**config.mk**
```make
export PLATFORM = sky130hd
export DESIGN_NAME = bec_ladder_sequencer
export DESIGN_NICKNAME = d
export VERILOG_FILES = /design/src/rtl/bec_ladder_sequencer.sv
export SDC_FILE = /design/constraint.sdc
export NUM_CORES = 2
export LEC_CHECK = 0
export BUFFER_PORTS_ARGS = -buffer_cell sky130_fd_sc_hd__clkbuf_2
export CAP_MARGIN = 10
export CORE_AREA = 2 2 777 779
export DETAILED_ROUTE_END_ITERATION = 12
export DIE_AREA = 0 0 779 781
export GPL_ROUTABILITY_DRIVEN = 1
export SYNTH_ARGS = -nofsm -noshare
export SYNTH_HDL_FRONTEND = slang
export SYNTH_SLANG_ARGS = --single-unit
export TNS_END_PERCENT = 100
```
**constraint.sdc**
```tcl
create_clock -name wb_clk_i -period 61.6 [get_ports wb_clk_i]
set_input_delay 6.16 -clock wb_clk_i [delete_from_list [all_inputs] [get_ports wb_clk_i]]
set_output_delay 6.16 -clock wb_clk_i [all_outputs]
set_load 0.05 [all_outputs]
```
**src/rtl/bec_ladder_sequencer.sv**
```systemverilog
// BEC ladder sequencer: captures six operands, walks the key one bit per ladder step through
// an external step unit, and writes step results back into the operand bank.
module bec_ladder_sequencer #(
   parameter int unsigned M            = 163,
   parameter int unsigned KEY_BITS     = 163,
   parameter int unsigned STEP_TIMEOUT = 4095
) (
   input  logic         wb_clk_i,
   input  logic         wb_rst_ni,
   input  logic         load_data,
   input  logic         trig_load,
   input  logic [2:0]   load_status,
   input  logic [M-1:0] op_in,
   input  logic         master_ena_proc,
   input  logic         ki,
   output logic         next_key,
   output logic         slv_done,
   output logic [3:0]   bec_status,
   output logic [M-1:0] rd_data,
   output logic         step_start,
   output logic         step_swap,
   input  logic         step_done,
   output logic [M-1:0] op_w1,
   output logic [M-1:0] op_z1,
   output logic [M-1:0] op_w2,
   output logic [M-1:0] op_z2,
   output logic [M-1:0] op_inv_w0,
   output logic [M-1:0] op_d,
   input  logic [M-1:0] res_w1,
   input  logic [M-1:0] res_z1,
   input  logic [M-1:0] res_w2,
   input  logic [M-1:0] res_z2
);

   localparam int unsigned CntW = $clog2(KEY_BITS + 1);
   localparam int unsigned TmoW = $clog2(STEP_TIMEOUT + 1);

   typedef enum logic [2:0] {
      StIdle, StReady, StIssue, StWait, StSettle, StDone, StErr
   } state_e;

   state_e            state_q, state_d;
   logic [M-1:0]      bank_q [6];
   logic [5:0]        mask_q, mask_d;
   logic              trig_q, load_q;
   logic [CntW-1:0]   cnt_q, cnt_d;
   logic [TmoW-1:0]   tmo_q, tmo_d;
   logic              next_key_q, next_key_d;
   logic              step_start_q, step_start_d;
   logic              step_swap_q, step_swap_d;
   logic              slv_done_q, slv_done_d;
   logic [M-1:0]      rd_data_q, rd_word;
   logic [3:0]        status_q, status_d;
   logic [3:0]        err_q, err_d;
   logic              abort_q, abort_d;
   logic              capture, writeback, load_rise, idx_ok, do_abort;

   always_comb begin
      state_d      = state_q;
      mask_d       = mask_q;
      cnt_d        = cnt_q;
      tmo_d        = tmo_q;
      abort_d      = abort_q;
      err_d        = err_q;
      next_key_d   = 1'b0;
      step_start_d = 1'b0;
      step_swap_d  = step_swap_q;
      capture      = 1'b0;
      writeback    = 1'b0;
      do_abort     = 1'b0;
      load_rise    = trig_load & ~trig_q & load_data;
      idx_ok       = (load_status < 3'd6);

      if ((state_q == StIdle || state_q == StReady) && load_rise && idx_ok) begin
         capture = 1'b1;
         mask_d  = mask_q | (6'b1 << load_status);
         abort_d = 1'b0;
      end

      unique case (state_q)
         StIdle: begin
            if (mask_q == 6'h3F) begin
               state_d = StReady;
            end else if (master_ena_proc) begin
               state_d = StErr;
               err_d   = 4'd10;
            end
         end
         StReady: begin
            if (master_ena_proc) begin
               state_d = StIssue;
               cnt_d   = CntW'(KEY_BITS);
            end
         end
         StIssue: begin
            if (!master_ena_proc) begin
               do_abort = 1'b1;
            end else begin
               step_start_d = 1'b1;
               step_swap_d  = ki;
               tmo_d        = '0;
               state_d      = StWait;
            end
         end
         StWait: begin
            if (step_done) begin
               // Results are kept even when the run is being aborted this cycle.
               writeback = 1'b1;
               if (!master_ena_proc) begin
                  do_abort = 1'b1;
               end else begin
                  next_key_d = 1'b1;
                  cnt_d      = cnt_q - CntW'(1);
                  state_d    = StSettle;
               end
            end else if (!master_ena_proc) begin
               do_abort = 1'b1;
            end else if (tmo_q == TmoW'(STEP_TIMEOUT)) begin
               state_d = StErr;
               err_d   = 4'd9;
            end else begin
               tmo_d = tmo_q + TmoW'(1);
            end
         end
         StSettle: begin
            if (!master_ena_proc) begin
               do_abort = 1'b1;
            end else if (cnt_q == '0) begin
               state_d = StDone;
            end else begin
               state_d = StIssue;
            end
         end
         StDone: begin
            if (load_data) begin
               state_d = StIdle;
               mask_d  = '0;
            end
         end
         StErr: begin
            if (load_data && !load_q) begin
               state_d = StIdle;
               mask_d  = '0;
            end
         end
         default: state_d = StIdle;
      endcase

      if (do_abort) begin
         state_d = StIdle;
         mask_d  = '0;
         abort_d = 1'b1;
      end

      slv_done_d = (state_d == StDone);

      unique case (state_d)
         StIdle: begin
            if (abort_d)                status_d = 4'd8;
            else if (mask_d == '0)      status_d = 4'd0;
            else if (mask_d == 6'h3F)   status_d = 4'd2;
            else                        status_d = 4'd1;
         end
         StReady:                       status_d = 4'd2;
         StIssue, StWait, StSettle:     status_d = 4'd3;
         StDone:                        status_d = 4'd4;
         StErr:                         status_d = err_d;
         default:                       status_d = 4'd0;
      endcase
   end

   always_comb begin
      rd_word = '0;
      case (load_status)
         3'd0:    rd_word = bank_q[0];
         3'd1:    rd_word = bank_q[1];
         3'd2:    rd_word = bank_q[2];
         3'd3:    rd_word = bank_q[3];
         3'd4:    rd_word = bank_q[4];
         3'd5:    rd_word = bank_q[5];
         default: rd_word = '0;
      endcase
   end

   always_ff @(posedge wb_clk_i) begin
      if (!wb_rst_ni) begin
         state_q      <= StIdle;
         for (int i = 0; i < 6; i++) bank_q[i] <= '0;
         mask_q       <= '0;
         trig_q       <= 1'b0;
         load_q       <= 1'b0;
         cnt_q        <= CntW'(KEY_BITS);
         tmo_q        <= '0;
         next_key_q   <= 1'b0;
         step_start_q <= 1'b0;
         step_swap_q  <= 1'b0;
         slv_done_q   <= 1'b0;
         rd_data_q    <= '0;
         status_q     <= '0;
         err_q        <= '0;
         abort_q      <= 1'b0;
      end else begin
         state_q      <= state_d;
         for (int i = 0; i < 6; i++) begin
            if (capture && load_status == 3'(i)) bank_q[i] <= op_in;
         end
         if (writeback) begin
            bank_q[0] <= res_w1;
            bank_q[1] <= res_z1;
            bank_q[2] <= res_w2;
            bank_q[3] <= res_z2;
         end
         mask_q       <= mask_d;
         trig_q       <= trig_load;
         load_q       <= load_data;
         cnt_q        <= cnt_d;
         tmo_q        <= tmo_d;
         next_key_q   <= next_key_d;
         step_start_q <= step_start_d;
         step_swap_q  <= step_swap_d;
         slv_done_q   <= slv_done_d;
         rd_data_q    <= rd_word;
         status_q     <= status_d;
         err_q        <= err_d;
         abort_q      <= abort_d;
      end
   end

   assign next_key   = next_key_q;
   assign slv_done   = slv_done_q;
   assign bec_status = status_q;
   assign rd_data    = rd_data_q;
   assign step_start = step_start_q;
   assign step_swap  = step_swap_q;
   assign op_w1      = bank_q[0];
   assign op_z1      = bank_q[1];
   assign op_w2      = bank_q[2];
   assign op_z2      = bank_q[3];
   assign op_inv_w0  = bank_q[4];
   assign op_d       = bank_q[5];

endmodule

```
==> results.md <==
- Top-count cell post-synth: edfxtp_1
- Share of post-route cells with drive strength above 1: 38.07%
- Num CTS Buffers: 161
- Total power: 2.274 mW
- DR vias/cell: 3.621
- Max VDD drop: 0.00002226 V
- Non-filler cells, final: 14.42k
- Clk slew on worst S/H paths: 0.06 ns
- Crit path buf inv count: 6
- CP Launch Type: input port
- CTS tree: built
- Design area: 74760 um2
- Port bufs: 1973
- Routability Congestion: 0.9969
- Post-route ant nets: 0
- Largest area contributor in the netlist: edfxtp_1
- Main synth FF type: edfxtp_1
- Vias in the first global route: 48.85k
- Number of fill cells: 68.76k
- Power per cell area: 30.42 nW/um2
- Post-CTS Setup Bufs: 0
- Delay-heaviest family, CP: buffers and inverters
- Ports: 1974
- Crit-path slowest cell: buf_4
- Slew @ Worst Pin: 1.512 ns
- Syn Nets: 5080
- CTS sink count: 1185
- Post-Route WL: 595.5 mm
- Setup TNS: 0 ns
- FP Rows: 285
- Crit path capture type: register
- Setup Viol. Count Final: 0
- Placed insts: 14.00k
- Logic pwr share: 15.5%
- Maximum clock path buffer count: 4
- Footprint of the multi-input gates: 14800 um2
- Area contributors post-synth: edfxtp_1 59%, dfxtp_1 8.3%, a22oi_1 6.8%, a21oi_1 6.8%, nand2_1 6.3%
- Worst hold stages: 2
- DP HPWL: 504.4 mm
- First-pass GRT wire length: 703.0 mm
- # nets final: 6949
- Chip height: 781 um
- Int Pwr: 1.510 mW
- Post-synth EDFFs: 978
- Register bit total from synthesis: 1185
- Reg2reg path depth: 9
- Ys Warns: 0
- Die Span X: 779 um
- Synth cell types: 64
- Worst setup margin: 51.52 ns
- Fin. Hold Viols: 0
- Sequential share of the synthesized area: 67.38%
- Net Switching: 0.7646 mW
- Post-cts resize count: 0
- Final Slew Violations: 10
- Critical Path Max Stage Delay: 0.70 ns
- Clock network fraction of design power: 42.9%
- Worst Skew: 0.06142 ns
- Worst rel slew slack: -0.7877%
- Hold/Removal Path Class: register to register
- Most frequent CP cell: buf_4
- Reg area: 33510 um2
- Sw Ratio: 33.62%
- Total track usage: 18.62%
- Initial Util: 8.282%
- Pleak: 28.34 nW
- MaxCap Viol Count: 0
- Seq pwr share: 41.6%
- Data required time at the worst endpoint: 62.16 ns
- Final period demand of the worst path: 10.08 ns
- Clk_lat worst skew: 0.90 ns
- Die Area: 608400 um2
- RSZ-0062 raised after global routing: no
- Max frequency: 0.09922 GHz
- Outcome: finished, violations left
- Failing checks: max-slew violations
- Gr ovfl total: 0
- WS Path Type: input port to register
- Routed length per instance: 41.30 um
- CTS Hold Buffers Added: 0
- Final Cycle Share: 16.36%
- Top post-synthesis cells by count: 978 x edfxtp_1, 837 x nand2_1, 676 x a21oi_1, 451 x a22oi_1, 334 x and3_1
- Post-synth top area share: 59.05%
- Final hold slack: 0.4707 ns
- Via count: 52.20k
- Clock root buffer: clkbuf_16
- Core footprint: 600500 um2
- Final core utilization: 12.45%
- Post-Synthesis Cells: 4253
- # DRC: 0
- Asr flop ratio synth: 0%
- Cell Chain, Critical Path: buf_4 -> nand2_1 -> nand3_1 -> nor2_4 -> buf_4 -> a21oi_4 -> buf_4 -> buf_4 -> buf_4 -> buf_4 -> a21oi_1
- Largest net degree at the start of global routing: 126
- Data arrival, critical path: 10.64 ns
- Netlist Area Pre-Place: 49740 um2
- Crit path depth: 11
- Placed inst area: 69200 um2
- First drt pass iteration count: 7
- CTS H-Tree Depth: 4
- Crit Path Max Fanout: 36
- Initial antenna violation count: 462
- Pre-CTS setup slack: 50.47 ns
- Syn-to-layout area delta: 50.30%
- DR iter-0 viols: 6605
- Mapped Avg Cell Area: 11.69 um2
[worst register-to-register path: cells and delay by family (launching register included)]
family / cells / cell delay (ns)
simple gates: 3 / 1.16
flops: 1 / 0.74
buf+inv: 5 / 3.08
compound gates: 1 / 0.20
[placed cells by master (no fill, tap or decap), types with 13 or more instances in the layout]
master and count:
mux2_2 13, clkbuf_2 1970, and3_1 333, dfxtp_1 207, mux2i_1 13, a22oi_1 450
clkinv_1 14, buf_4 110, clkinv_2 24, diode_2 127, a21oi_1 672, clkbuf_1 34
edfxtp_1 978, a31oi_1 152, nor2_1 48, clkbuf_16 162, nand2_1 835
[cells by family (layout without fill, tap and decap cells)]
kind of cell             Yosys count  count (layout)  synth area share [%]
multiplexers                      27              27                0.6012
flip-flops                      1185            1185                 67.38
buffers and inverters            387            2388                 3.233
adder cells (fa/ha/maj)            2               2               0.05031
other                              0             127                     0
AO/OA/AOI/OAI                   1344            1344                 16.59
AND/OR/NAND/NOR                 1291            1291                 11.85
XOR/XNOR                          17              17                0.2994
[layout make-up]
cell class	instances	area share (%)
Sequential cell	1185	44.83
Tap cell	8036	13.45
Inverter	7	0.04184
Multi-Input combinational cell	2681	19.80
Timing Repair Buffer	2086	14.44
Antenna cell	127	0.4251
Clock inverter	90	1.254
Clock buffer	205	5.759
[state kept, by name (all words and copies together), names as in the netlist]
register and flops:
abort_q 1, bank_q 978, bec_status 4, cnt_q 8, err_q 4, load_q 1, mask_q 6, next_key 1
rd_data 163, slv_done 1, state_q 3, step_start 1, step_swap 1, tmo_q 12, trig_q 1
[path summary, 6_finish.rpt]
kind                                             from  slack (ns)                     endpoint
worst max-delay path                   load_status[1]       51.52  bank_q[3][87]$_SDFFCE_PN0P_
worst min-delay path              err_q[3]$_SDFF_PN0_        0.47          err_q[3]$_SDFF_PN0_
worst max register to register  state_q[1]$_SDFF_PN0_       56.21  bank_q[0][69]$_SDFFCE_PN0P_
worst min register to register    err_q[3]$_SDFF_PN0_        0.47          err_q[3]$_SDFF_PN0_
[power groups by stage]
stage	Clock, mW	Sequential [mW]	Combinational, mW
floorplan	0	1.07	0.0589
global placement	0	0.961	0.357
detailed placement	0	0.961	0.356
CTS	0.996	0.945	0.357
global route	1.02	0.946	0.362
finish	0.976	0.945	0.353
[routing by layer]
metal	part of all wire [%]	routed length [um]	GRT usage, %	vias up
met5	0.48	2859	0	-
met4	6.7	39830	9.564	380
met3	17	98540	12.52	1439
met2	42	251700	28.19	4584
met1	34	202500	19.56	25810
li1	-	-	-	19990
No activity file was read; power rests on OpenSTA's default activity.
